$ cat config.mk
export PLATFORM = sky130hd
export DESIGN_NAME = matrix_argmax
export DESIGN_NICKNAME = d
export VERILOG_FILES = /design/src/rtl/matrix_argmax_pkg.sv /design/src/rtl/argmax_tracker.sv /design/src/rtl/matrix_argmax.sv
export SDC_FILE = /design/constraint.sdc
export NUM_CORES = 1
export LEC_CHECK = 0
export BUFFER_PORTS_ARGS = -buffer_cell sky130_fd_sc_hd__buf_4
export CORE_UTILIZATION = 50
export CTS_CLUSTER_DIAMETER = 120
export DETAILED_ROUTE_END_ITERATION = 8
export GPL_ROUTABILITY_DRIVEN = 0
export GPL_TIMING_DRIVEN = 0
export PLACE_DENSITY = 0.78
export SKIP_CTS_REPAIR_TIMING = 1
export SYNTH_ARGS = -nofsm -noshare
export SYNTH_HDL_FRONTEND = slang
export SYNTH_SLANG_ARGS = --single-unit
$ cat constraint.sdc
create_clock -name clk -period 5.1 [get_ports clk]
set_input_delay 1.02 -clock clk [delete_from_list [all_inputs] [get_ports clk]]
set_output_delay 1.02 -clock clk [all_outputs]
set_load 0.02 [all_outputs]
$ cat src/rtl/matrix_argmax_pkg.sv
// Shared types for the argmax readout stage: scan FSM state encoding,
// Z RAM read latency, and a counter-width helper.
// No ports; imported by matrix_argmax.
package matrix_argmax_pkg;

    typedef enum logic [2:0] {
        IDLE    = 3'd0,
        FETCH   = 3'd1,
        DRAIN   = 3'd2,
        WRITE   = 3'd3,
        DONE_ST = 3'd4
    } state_t;

    // Z RAM returns data one cycle after the address; the compare pipeline
    // and the single DRAIN cycle are built around this value.
    localparam int RAM_RD_LAT = 1;

    // Width of a counter that must hold 0..n-1 (at least 1 bit).
    function automatic int cnt_width(input int n);
        return (n > 1) ? $clog2(n) : 1;
    endfunction

endpackage

$ cat src/rtl/argmax_tracker.sv
// Running maximum tracker: keeps best value and its column index for one row.
// Ports: clk/rst, valid (compare this cycle), first (first column of row),
//        value (candidate), index (candidate column), best_idx (current winner).
// Build option MATRIX_ARGMAX_SIGNED_EN: compare as two's-complement signed.
module argmax_tracker #(
    parameter int DATA_WIDTH  = 32,
    parameter int CLASS_WIDTH = 8
) (
    input  logic                   clk,
    input  logic                   rst,
    input  logic                   valid,
    input  logic                   first,
    input  logic [DATA_WIDTH-1:0]  value,
    input  logic [CLASS_WIDTH-1:0] index,
    output logic [CLASS_WIDTH-1:0] best_idx
);

    logic [DATA_WIDTH-1:0]  best_val_q, best_val_d;
    logic [CLASS_WIDTH-1:0] best_idx_q, best_idx_d;
    logic                   greater;

`ifdef MATRIX_ARGMAX_SIGNED_EN
    assign greater = $signed(value) > $signed(best_val_q);
`else
    assign greater = value > best_val_q;
`endif

    always_comb begin
        best_val_d = best_val_q;
        best_idx_d = best_idx_q;
        if (valid) begin
            // The first column seeds the row unconditionally; after that only a
            // strictly larger value wins, so ties stay with the lower index.
            if (first || greater) begin
                best_val_d = value;
                best_idx_d = first ? '0 : index;
            end
        end
    end

    always_ff @(posedge clk or posedge rst) begin
        if (rst) begin
            best_val_q <= '0;
            best_idx_q <= '0;
        end else begin
            best_val_q <= best_val_d;
            best_idx_q <= best_idx_d;
        end
    end

    assign best_idx = best_idx_q;

endmodule

$ cat src/rtl/matrix_argmax.sv
// Argmax readout: scans each row of the Z RAM and writes the column index of the
// row maximum into the class RAM, one write per row, with start/busy/done handshake.
// Ports: start in; z_addr out / z_data in (1-cycle read); class_addr/class_data/
//        class_wen out; busy, done out. Build option MATRIX_ARGMAX_SIGNED_EN
//        selects a signed compare (handled in argmax_tracker).
import matrix_argmax_pkg::*;

module matrix_argmax #(
    parameter int ADDR_WIDTH  = 32,
    parameter int DATA_WIDTH  = 32,
    parameter int ROWS        = 5,
    parameter int COLS        = 5,
    parameter int CLASS_WIDTH = 8
) (
    input  logic                   clk,
    input  logic                   rst,
    input  logic                   start,
    input  logic [DATA_WIDTH-1:0]  z_data,
    output logic [ADDR_WIDTH-1:0]  z_addr,
    output logic [ADDR_WIDTH-1:0]  class_addr,
    output logic [CLASS_WIDTH-1:0] class_data,
    output logic                   class_wen,
    output logic                   busy,
    output logic                   done
);

    localparam int ROW_W = cnt_width(ROWS);
    localparam int COL_W = cnt_width(COLS);

    state_t                 state_q, state_d;
    logic [ROW_W-1:0]       row_q, row_d;
    logic [COL_W-1:0]       col_q, col_d;
    logic [ADDR_WIDTH-1:0]  z_addr_q, z_addr_d;

    // Compare-stage tags travel alongside the RAM read so they line up with
    // z_data on the following cycle.
    logic                   valid_d_q, valid_d_d;
    logic                   first_d_q, first_d_d;
    logic [CLASS_WIDTH-1:0] idx_d_q, idx_d_d;

    logic [CLASS_WIDTH-1:0] best_idx;

    argmax_tracker #(
        .DATA_WIDTH  (DATA_WIDTH),
        .CLASS_WIDTH (CLASS_WIDTH)
    ) u_tracker (
        .clk      (clk),
        .rst      (rst),
        .valid    (valid_d_q),
        .first    (first_d_q),
        .value    (z_data),
        .index    (idx_d_q),
        .best_idx (best_idx)
    );

    always_comb begin
        state_d    = state_q;
        row_d      = row_q;
        col_d      = col_q;
        z_addr_d   = z_addr_q;
        valid_d_d  = 1'b0;
        first_d_d  = 1'b0;
        idx_d_d    = '0;
        class_wen  = 1'b0;
        class_addr = '0;
        class_data = '0;
        busy       = 1'b0;
        done       = 1'b0;

        unique case (state_q)
            IDLE: begin
                if (start) begin
                    row_d    = '0;
                    col_d    = '0;
                    z_addr_d = '0;
                    state_d  = FETCH;
                end
            end

            FETCH: begin
                busy      = 1'b1;
                valid_d_d = 1'b1;
                first_d_d = (col_q == '0);
                idx_d_d   = CLASS_WIDTH'(col_q);
                // Z is row-major and rows are scanned in order, so the read
                // address simply runs contiguously across row boundaries.
                z_addr_d  = z_addr_q + 1'b1;
                if (col_q == COL_W'(COLS - 1)) begin
                    col_d   = '0;
                    state_d = DRAIN;
                end else begin
                    col_d = col_q + 1'b1;
                end
            end

            DRAIN: begin
                // Last column's data arrives now; tracker settles this cycle.
                busy    = 1'b1;
                state_d = WRITE;
            end

            WRITE: begin
                busy       = 1'b1;
                class_wen  = 1'b1;
                class_addr = ADDR_WIDTH'(row_q);
                class_data = best_idx;
                if (row_q == ROW_W'(ROWS - 1)) begin
                    state_d = DONE_ST;
                end else begin
                    row_d   = row_q + 1'b1;
                    state_d = FETCH;
                end
            end

            DONE_ST: begin
                done    = 1'b1;
                state_d = IDLE;
            end

            default: begin
                state_d = IDLE;
            end
        endcase
    end

    always_ff @(posedge clk or posedge rst) begin
        if (rst) begin
            state_q   <= IDLE;
            row_q     <= '0;
            col_q     <= '0;
            z_addr_q  <= '0;
            valid_d_q <= 1'b0;
            first_d_q <= 1'b0;
            idx_d_q   <= '0;
        end else begin
            state_q   <= state_d;
            row_q     <= row_d;
            col_q     <= col_d;
            z_addr_q  <= z_addr_d;
            valid_d_q <= valid_d_d;
            first_d_q <= first_d_d;
            idx_d_q   <= idx_d_d;
        end
    end

    assign z_addr = z_addr_q;

endmodule

# --- Word-level counts from Yosys, hierarchy flattened ---
# Cells that the tools add are included.
totals:
  ff_bits: 91
  latchBits: 0
  ramBits: 0
  mem_bits_ro: 0
  inputBits: 35
  output_inout_bits: 75
  word_cells: 52
  n_memories: 0
classes:
  add_sub_neg: 3
  n_mul: 0
  n_div: 0
  n_lt_le_gt_ge: 1
  eq_ne: 9
  shift: 0
  mux: 20
  bitwise: 0
  n_reduce_logical: 10
op_table:
  columns: ["cell", "n"]
  rows:
  - ["32-bit case mux with 2 select lines", 1]
  - ["32-bit by 1-bit adder with 32-bit output, second input constant", 1]
  - ["32-bit greater-than comparator", 1]
  - ["32-bit two-way mux", 1]
  - ["3-bit two-way mux", 8]
  - ["8-bit two-way mux", 2]
  - ["3-bit case mux with 2 select lines", 2]
  - ["3-bit case mux with 4 select lines", 1]
  - ["3-bit equality test, second input constant", 3]
  - ["3-bit by 1-bit adder with 3-bit output, second input constant", 2]
  - ["3-bit by 2-bit equality test with 1-bit output, second input constant", 2]
  - ["3-bit logical NOT", 2]
  - ["2-bit != test, second input constant", 3]
  - ["2-bit AND reduction", 3]
  - ["1-bit two-way mux", 5]
  - ["2-bit nonzero test", 2]
  - ["3-bit by 1-bit equality test with 1-bit output, second input constant", 1]
  - ["3-bit AND reduction", 1]
  - ["3-bit OR reduction", 1]
  - ["1-bit logical OR", 1]

# --- Depth between registers and ports, before layout ---
# Gate-level depths: netlist of run 1.
logic_depth:
  ltp_word: 3
  depth_mapped: 10
  mapped_depth_nobuf: 8

# --- Hierarchy ---
# From an unflattened synthesis of run 1, not the netlist that was laid out.
hier_totals:
  cells_unflattened: 505
  hier_area_um2: 5059.9
by_module_without_submodules:
  columns: ["mod", "instances", "cells_per_inst", "area_each_um2", "seq_area_each_um2"]
  rows:
  - ["matrix_argmax", 1, 276, 2598.7, 1151.1]
  - ["argmax_tracker", 1, 229, 2461.1, 1001.0]

# --- Least setup slack after synthesis of run 1 ---
# Ideal clock, no wire load.
synth_timing:
  path_kind: "input-to-reg"
  from: "input z_data[14]"
  to: "register u_tracker.best_val_q[13]"
  arrival_time_ns: 2.966
  setup_slack_ns: 2.009
  stages: 8
  n_path_buf: 1
  cell_sequence: "ha_1 -> a21oi_1 -> nand2_1 -> a22o_1 -> a2111o_1 -> a21oi_4 -> buf_8 -> mux2_4"
synth_between:
  elab_chain_cells: 3
synth_rtl:
  columns: ["item", "line_no", "rtl"]
  rows:
  - ["start: declaration", "matrix_argmax.sv:18", "input logic [DATA_WIDTH-1:0] z_data,"]
  - ["32-bit greater-than comparator", "argmax_tracker.sv:25", "assign greater = value > best_val_q;"]
  - ["1-bit logical OR", "argmax_tracker.sv:34", "if (first || greater) begin"]
  - ["2-bit AND reduction (no line)", null, null]
  - ["end signal: assignment", "argmax_tracker.sv:46", "best_val_q <= best_val_d;"]
  - ["end: declaration", "argmax_tracker.sv:18", "logic [DATA_WIDTH-1:0] best_val_q, best_val_d;"]
# Every way passes these cells.
# A chain may end at the register's enable or synchronous reset.

# --- Worst setup path after layout of run 1 ---
layout_timing:
  from: "input z_data[14]"
  to: "register u_tracker.best_val_q[17]"
# The elaborated chain is that of the path after synthesis.

==> results.yml, run 1 <==
outcome:
  result_of_the_run: "complete, no violations"
grt:
  via_count_of_the_first_global_routing_pass: 3578
  globalRouteOverflowTotal: 0
  global_route_wire_length_before_repair_um: 16000
  total_global_route_track_usage: 0.204
  grt_max_degree: 52
  grt_antenna_before_repair: 0
floorplanning:
  ios: 110
  core.rowCount: 35
  die-height_um: 99.7
  dieArea_um2: 9940
  start_util: 0.516
  coreArea_um2: 9240
  die_w_um: 99.7
synth:
  post_synth_instance_area_um2: 4770
  post_synth.cell_area_avg_um2: 10.6
  synthTopCellsByCount: "81 x dfrtp_1, 42 x inv_1, 37 x ha_1, 35 x buf_4, 34 x nand2_1"
  synth_edf_count: 0
  yosysMostFrequentCell: "dfrtp_1"
  synth_cell_type_count: 53
  synth_flop_cell: "dfrtp_1"
  async_flop_share: 1.00
  postSynthRegisterBits: 81
  synthesized_netlist_cell_count: 451
  synth.yosys.warnings: 0
  ys_top_cells_by_area: "dfrtp_1 42%, ha_1 9.7%, mux2_4 8.5%"
  synth_sequential_area_ratio: 0.425
  yosys.area.top_type: "dfrtp_1"
  synth_top_area_frac: 0.425
routing:
  vias_per_cell: 5.07
  wl_um: 9620
  via_total_after_detailed_routing: 3576
  drt_pre_antenna_iters: 4
  routed_wire_length_per_instance_um: 13.6
  postRouteAntennaNets: 0
  drc: 0
  first_iter_violations: 53
clock_tree:
  cts_sinks: 81
  cts-root-buf: "clkbuf_8"
  htreeDepth: 3
  cts_tree: "built"
  ctsLongestPathBuffers: 2
  insertion_delay_ns: 0.35
  number_of_buffers_created_by_cts: 9
  clk_pin_slew_worst_setup_hold_paths_ns: 0.08
sta:
  setup_total_negative_slack_ns: 0
  grt_setup_unrepaired: "false"
  final.min_clock_period_ns: 3.11
  period_share: 0.610
  timing.max_slew.rel_slack: 0.669
  final-hold-violation-count: 0
  worst_clock_skew_ns: 0.0129
  timing.final.setup_violations: 0
  tightestPinTransition_ns: 0.493
  achievable-frequency_ghz: 0.321
  timing_max_transition_violations_final: 0
  setup_ws_ns: 1.99
  worst_hold_slack_ns: 0.474
pwr:
  powerDensity_nw_per_um2: 573
  maximum_vdd_drop_v: 0.000282
  p_leak_nw: 3.03
  final_power_mw: 3.38
cells_and_area:
  finalInstanceArea_um2: 5890
  final_cell_count_no_fill: 705
  area_growth_syn_to_layout_pct: 23.5
  final_core_utilization: 0.638
  num_antenna_cells: 0
  final_net_count: 643
  multi_input_area_um2: 2360
  register_area_um2: 2030
  layout_cells_sized_above_1: 0.306
  num-fill-cells: 738
placed_design:
  placement.cell_area_um2: 5650
  number_of_input_and_output_port_buffers_inserted: 75
  post-place-ws_ns: 1.64
  dp.cells: 689
  dpl.hpwl_um: 7040
setup_path:
  setup.worst_path.end_class: "flop"
  worst_setup_path_start_kind: "input port"
  crit_fanout: 10
  reg2reg_to: "u_tracker.best_val_q[17]"
  rr_startpoint: "u_tracker.best_val_q[14]"
  worstSetupPathType: "in2reg"
  critical_path_arrival_ns: 3.34
  worst_ep_required_time_ns: 5.33
  reg2reg_setup_slack_ns: 2.38
  worst_r2r_path_depth: 9
hold_path:
  hp-start: "idx_d_q[0]"
  min_to: "u_tracker.best_idx[0]"
  worstHoldPathCells: 1
  worst_hold_path_type: "reg2reg"
flow_run:
  max_cap_violations: 0
## final cells by class
class                   count  area share
multi-input cells         316       0.401
clock inverters             5      0.0174
clock buffers              11      0.0240
plain buffers              44      0.0584
inverters                  43      0.0278
flip-flops and latches     81       0.344
well taps                 129      0.0274
repair buffers             76       0.100
## placed cells by master (no fill, tap or decap), types with 3 or more instances in the layout
cell	n
conb_1	34
buf_4	110
mux2_4	27
nand3_1	23
nor3_1	6
and3_1	8
and2_1	9
o31ai_1	11
mux2i_1	9
nor2_1	12
o211ai_1	11
a21oi_1	18
clkbuf_1	3
bufinv_16	3
buf_2	3
inv_1	41
nand2_1	34
mux2_2	5
nand4_1	10
dfrtp_1	81
ha_1	37
clkbuf_8	10
o21ai_0	20
a22o_1	7
## layer usage
metal,share of wire,GRT usage,vias to the layer above
met4,0.014,0.0475,0
met1,0.43,0.236,1703
li1,-,-,1772
met5,0,0,-
met3,0.055,0.0675,12
met2,0.50,0.364,89
## critical path: stages
cell	delay [ns]
buf_4	0.12
ha_1	0.34
a21oi_1	0.18
nand2_1	0.09
a22o_1	0.23
a2111o_1	0.46
a21oi_4	0.39
buf_8	0.21
mux2_4	0.31
## sequential cells by signal, indices dropped and copies added (netlist names)
name / count
first_d_q: 1
col_q: 3
row_q: 3
u_tracker.best_val_q: 32
idx_d_q: 3
u_tracker.best_idx: 3
z_addr: 32
state_q: 3
valid_d_q: 1
## power breakdown
group	total, mW	switching (mW)	internal (mW)
registers	1.14	0.224	0.920
clock network	0.574	0.236	0.338
logic	1.66	0.807	0.851
total	3.38	1.27	2.11
## how the worst max path moves through the flow
stage          startpoint                        to  slack, ns  cells after the start
4_1_cts        z_data[14]  u_tracker.best_val_q[15]       2.00                      9
3_3_place_gp          rst  u_tracker.best_val_q[18]       0.98                      2
6_report       z_data[14]  u_tracker.best_val_q[17]       1.99                      9
2_1_floorplan         rst                  col_q[0]       2.00                      1
3_5_place_dp    z_data[7]  u_tracker.best_val_q[15]       1.64                      9
5_1_grt        z_data[31]  u_tracker.best_val_q[15]       1.88                      9
## logic make-up (layout without fill, tap and decap cells)
group / Yosys count / in the layout / synth area share
xor+xnor: 1 / 1 / 0.00184
fa+ha+maj: 37 / 37 / 0.0970
other cells: 1 / 34 / 0.000786
mux: 41 / 41 / 0.116
buf+inv: 87 / 179 / 0.106
simple gates: 121 / 121 / 0.139
flops: 81 / 81 / 0.425
compound gates: 82 / 82 / 0.115
(Power assumes the default switching activity.)
==> run 2: changes to the inputs <==
Settings changed: ABC_AREA set to 1, PLACE_DENSITY 0.78 to 0.8.
Clock period 5.1 ns to 2.6 ns, I/O delays scaled along.
==> run 2 against run 1 <==
Against the previous run: cell count up 28%; first-iteration DRC count rose to 2.8 times the previous value; clock skew about the same; core utilization is 0.46 points higher; sequential power increased by 72%.
==> results.yml, run 2 <==
outcome:
  result_of_the_run: "complete, no violations"
setup_path:
  timing.critical_path.from: "state_q[2]"
  critical_path_buf_inv_count: 3
  cp_cell_sequence: "inv_1 -> nand2_1 -> nor2_1 -> inv_1 -> nor2_1 -> buf_4"
  worstSetupPathType: "reg2out"
  critical_path_arrival_ns: 1.78
  slowest_delay_ns: 0.44
  setup.worst_path.end_class: "primary output"
  cp_top_family: "buffers and inverters"
  worst_ep_required_time_ns: 2.08
  crit_fanout: 7
  worst_setup_path_start_kind: "flop"
  rr_startpoint: "u_tracker.best_val_q[31]"
  critical_path.slowest_cell: "dfrtp_1"
clock_tree:
  clk_pin_slew_worst_setup_hold_paths_ns: 0.08
  cts-root-buf: "clkbuf_8"
  ctsLongestPathBuffers: 2
  number_of_buffers_created_by_cts: 9
  cts_sinks: 81
  insertion_delay_ns: 0.34
  cts_tree: "built"
  htreeDepth: 3
cells_and_area:
  register_area_um2: 2030
  final_core_utilization: 0.642
  multi_input_area_um2: 2380
  final_cell_count_no_fill: 902
  num_antenna_cells: 0
  area_growth_syn_to_layout_pct: 21.9
  final_net_count: 841
  mostFrequentLayoutCell: "nand2_1"
  final_cell_mix: "173 x nand2_1, 109 x buf_4, 91 x inv_1"
  layout_cells_sized_above_1: 0.191
  num-fill-cells: 810
  finalInstanceArea_um2: 6050
grt:
  global_route_wire_length_before_repair_um: 19100
  grt_max_degree: 40
  globalRouteOverflowTotal: 0
  via_count_of_the_first_global_routing_pass: 4296
  grt_antenna_before_repair: 0
  total_global_route_track_usage: 0.234
routing:
  routed_wire_length_per_instance_um: 12.7
  wl_um: 11500
  postRouteAntennaNets: 0
  drc: 0
  drt_pre_antenna_iters: 5
  first_iter_violations: 148
  via_total_after_detailed_routing: 4450
  vias_per_cell: 4.93
pwr:
  maximum_vdd_drop_v: 0.000403
  final_power_mw: 5.42
  powerDensity_nw_per_um2: 897
  clock_power_share: 0.169
  power.switching_mw: 2.35
  power.share.sequential: 0.361
  netSwitchingFraction: 0.433
  p_comb_frac: 0.469
  p_leak_nw: 3.24
  power.internal_mw: 3.08
sta:
  timing_max_transition_violations_final: 0
  worst_hold_slack_ns: 0.207
  worst_clock_skew_ns: 0.0132
  final-hold-violation-count: 0
  timing.final.setup_violations: 0
  final.min_clock_period_ns: 2.30
  tightestPinTransition_ns: 0.624
  timing.max_slew.rel_slack: 0.584
  achievable-frequency_ghz: 0.435
  grt_setup_unrepaired: "false"
  setup_total_negative_slack_ns: 0
  setup_ws_ns: 0.301
  period_share: 0.884
synth:
  async_flop_share: 1.00
  synthesized_netlist_cell_count: 648
  yosysMostFrequentCell: "nand2_1"
  post_synth.cell_area_avg_um2: 7.66
  yosys.area.top_type: "dfrtp_1"
  post_synth_instance_area_um2: 4960
  postSynthRegisterBits: 81
  synth.yosys.warnings: 0
  synth_cell_type_count: 39
  synth_top_area_frac: 0.409
  synth_flop_cell: "dfrtp_1"
  synth_sequential_area_ratio: 0.409
  synthTopCellsByCount: "173 x nand2_1, 92 x inv_1, 81 x dfrtp_1, 57 x nand3_1, 53 x nor2_1"
  synth_edf_count: 0
  ys_top_cells_by_area: "dfrtp_1 41%, nand2_1 13%, ha_1 9.3%"
placed_design:
  post-place-ws_ns: 0.129
  dpl.hpwl_um: 8780
  number_of_input_and_output_port_buffers_inserted: 75
  placement.cell_area_um2: 5850
  dp.cells: 887
flow_run:
  max_cap_violations: 0
hold_path:
  worst_hold_path_type: "in2async"
floorplanning:
  coreArea_um2: 9420
  die-height_um: 102
  ios: 110
  dieArea_um2: 10300
  core.rowCount: 35
  die_w_um: 102
  start_util: 0.527
==> run 2: layer usage <==
layer | wire length, um | GRT usage | share of wire | up-vias
met5 | 0 | 0 | 0 | -
met4 | 226 | 0.0914 | 0.020 | 0
met3 | 657 | 0.0504 | 0.057 | 22
met2 | 5890 | 0.409 | 0.51 | 146
met1 | 4680 | 0.281 | 0.41 | 2055
li1 | - | - | - | 2227
==> run 2: worst paths after layout <==
path,to,slack (ns),cells after the start
worst max register to register,u_tracker.best_val_q[4],0.34,14
max in group asynchronous,u_tracker.best_val_q[16],1.85,3
worst min-delay path,z_addr[3],0.21,2
worst max-delay path,class_data[1],0.30,6
worst min register to register,u_tracker.best_val_q[14],0.47,2
min in group clk,u_tracker.best_val_q[7],0.41,3
==> run 2: final cells by class <==
type                            count  share of cell area
Multi-Input combinational cell    455               0.393
Sequential cell                    81               0.335
Timing Repair Buffer               77              0.0997
Inverter                           97              0.0608
Buffer                             48              0.0521
Tap cell                          129              0.0267
Clock buffer                       12              0.0257
Clock inverter                      3             0.00662
==> run 2: cells by family after synthesis <==
group,synth area share
and+or+nand+nor,0.272
buffers and inverters,0.137
DFF,0.409
AOI/OAI and AO/OA,0.0678
adders and majority gates,0.0933
xor gates and xnor gates,0.0106
muxes,0.0103
other,0.000756
==> run 2: power by group through the flow <==
stage,Clock [mW],Combinational (mW),Sequential [mW]
finish,0.917,2.55,1.96
global route,0.993,2.91,2.01
CTS,0.944,2.56,1.96
detailed placement,0,2.54,1.98
global placement,0,2.40,1.96
floorplan,0,1.74,2.00
==> run 2: worst register-to-register path, delay by kind of cell (launching register included) <==
family	cells	cell delay, ns
adder cells (fa/ha/maj)	1	0.29
buffers and inverters	2	0.30
flip-flops	1	0.35
AND/OR/NAND/NOR	11	1.22
==> run 3: changes to the inputs <==
Settings changed: CELL_PAD_IN_SITES_DETAIL_PLACEMENT set to 1, CELL_PAD_IN_SITES_GLOBAL_PLACEMENT set to 1, CORE_UTILIZATION 50 to 36.
==> run 3 against run 2 <==
Against the previous run: clock power rose by 82%; critical path depth did not move; hold slack worse by 0.0017 ns; sequential share of layout area is 1.4 points lower; first-iteration DRC count fell by 11%; register-to-register slack better by 0.07 ns; design area up 4.2%; setup slack improved by 0.088 ns; total power increased by 15%.
==> results.yml, run 3 (synthesized netlist as in run 2, its figures left out) <==
floorplanning:
  dieArea_um2: 14300
  die_w_um: 119
  start_util: 0.372
  core.rowCount: 42
  die-height_um: 119
  coreArea_um2: 13300
  ios: 110
placed_design:
  placement.cell_area_um2: 5910
  number_of_input_and_output_port_buffers_inserted: 75
  dpl.hpwl_um: 10400
pwr:
  p_leak_nw: 3.32
  maximum_vdd_drop_v: 0.000383
  clock_power_share: 0.267
  power.switching_mw: 2.53
  p_comb_frac: 0.417
  power.share.sequential: 0.316
  netSwitchingFraction: 0.404
  powerDensity_nw_per_um2: 992
  power.internal_mw: 3.72
cells_and_area:
  num_antenna_cells: 0
  area_growth_syn_to_layout_pct: 27.1
  layout_cells_sized_above_1: 0.194
  num-fill-cells: 1698
  mostFrequentLayoutCell: "nand2_1"
  finalInstanceArea_um2: 6300
  final_cell_mix: "173 x nand2_1, 109 x buf_4, 91 x inv_1"
  final_net_count: 841
routing:
  drc: 0
  vias_per_cell: 4.79
  postRouteAntennaNets: 0
  routed_wire_length_per_instance_um: 14.2
  via_total_after_detailed_routing: 4549
  drt_pre_antenna_iters: 6
  wl_um: 13500
  first_iter_violations: 131
grt:
  via_count_of_the_first_global_routing_pass: 4825
  total_global_route_track_usage: 0.200
  grt_max_degree: 33
  grt_antenna_before_repair: 0
  global_route_wire_length_before_repair_um: 22600
  globalRouteOverflowTotal: 0
sta:
  timing.final.setup_violations: 0
  tightestPinTransition_ns: 0.544
  worst_clock_skew_ns: 0.00857
  achievable-frequency_ghz: 0.452
  period_share: 0.850
  final-hold-violation-count: 0
  timing.max_slew.rel_slack: 0.637
  grt_setup_unrepaired: "false"
  timing_max_transition_violations_final: 0
  setup_total_negative_slack_ns: 0
  final.min_clock_period_ns: 2.21
clock_tree:
  cts_sinks: 81
  ctsLongestPathBuffers: 2
  clk_pin_slew_worst_setup_hold_paths_ns: 0.07
  cts_tree: "built"
  cts-root-buf: "clkbuf_16"
  number_of_buffers_created_by_cts: 9
  insertion_delay_ns: 0.34
  htreeDepth: 3
setup_path:
  cp_cell_sequence: "inv_1 -> nand2_1 -> nor2_1 -> inv_1 -> nor2_1 -> buf_4"
  critical_path.slowest_cell: "dfrtp_1"
  setup.worst_path.end_class: "primary output"
  worstSetupPathType: "reg2out"
  worst_setup_path_start_kind: "flop"
  slowest_delay_ns: 0.44
  crit_fanout: 7
  critical_path_arrival_ns: 1.69
  worst_ep_required_time_ns: 2.08
hold_path:
  worst_hold_path_type: "in2async"
outcome:
  result_of_the_run: "complete, no violations"
flow_run:
  max_cap_violations: 0
## run 3: final cells by class
type,count,area (um2),share of cell area
Timing Repair Buffer,77,603,0.0957
Sequential cell,81,2030,0.322
Buffer,48,315,0.0500
Inverter,97,368,0.0584
Clock inverter,7,166,0.0264
Clock buffer,9,225,0.0357
Tap cell,176,220,0.0349
Multi-Input combinational cell,455,2380,0.377
## run 3: through the flow
stage          worst slack (ns)  hold slack (ns)  total power, mW  cells  utilization
3_5_place_dp              0.145            0.461             4.61    934        0.443
4_1_cts                   0.369            0.206             6.33    950        0.472
6_report                  0.389            0.205             6.25    950        0.472
2_1_floorplan             0.638            0.442             3.73    681            -
3_3_place_gp              0.205            0.453             4.41    932        0.440
5_1_grt                   0.174            0.230             6.77    950        0.472
## run 3: worst paths after layout
| path | from | to | slack, ns | cells after the start |
|---|---|---|---|---|
| min | rst | u_tracker.best_val_q[4] | 0.21 | 2 |
| min reg2reg | u_tracker.best_val_q[13] | u_tracker.best_val_q[13] | 0.47 | 2 |
| max in group asynchronous | rst | u_tracker.best_val_q[22] | 1.63 | 4 |
| max | state_q[2] | class_data[2] | 0.39 | 6 |
| min in group clk | z_data[10] | u_tracker.best_val_q[10] | 0.42 | 3 |
| max reg2reg | u_tracker.best_val_q[23] | u_tracker.best_val_q[8] | 0.41 | 14 |
## run 3: per-layer routing
| layer | track usage | part of all wire | vias to the layer above |
|---|---|---|---|
| li1 | - | - | 2223 |
| met1 | 0.219 | 0.40 | 2217 |
| met2 | 0.385 | 0.54 | 96 |
| met3 | 0.0455 | 0.044 | 13 |
| met4 | 0.0508 | 0.012 | 0 |
| met5 | 0 | 0 | - |
## run 3: critical path, delay by kind of cell (launching register included)
family                 cells  cell delay (ns)
buffers and inverters      3             0.46
DFF                        1             0.44
and+or+nand+nor            3             0.44
## run 3: power groups by stage
stage / combinational, mW / sequential (mW) / clock (mW)
3_3_place_gp: 2.45 / 1.96 / 0
6_report: 2.61 / 1.98 / 1.67
3_5_place_dp: 2.62 / 1.99 / 0
4_1_cts: 2.65 / 1.98 / 1.71
5_1_grt: 2.98 / 2.03 / 1.76
2_1_floorplan: 1.74 / 2.00 / 0
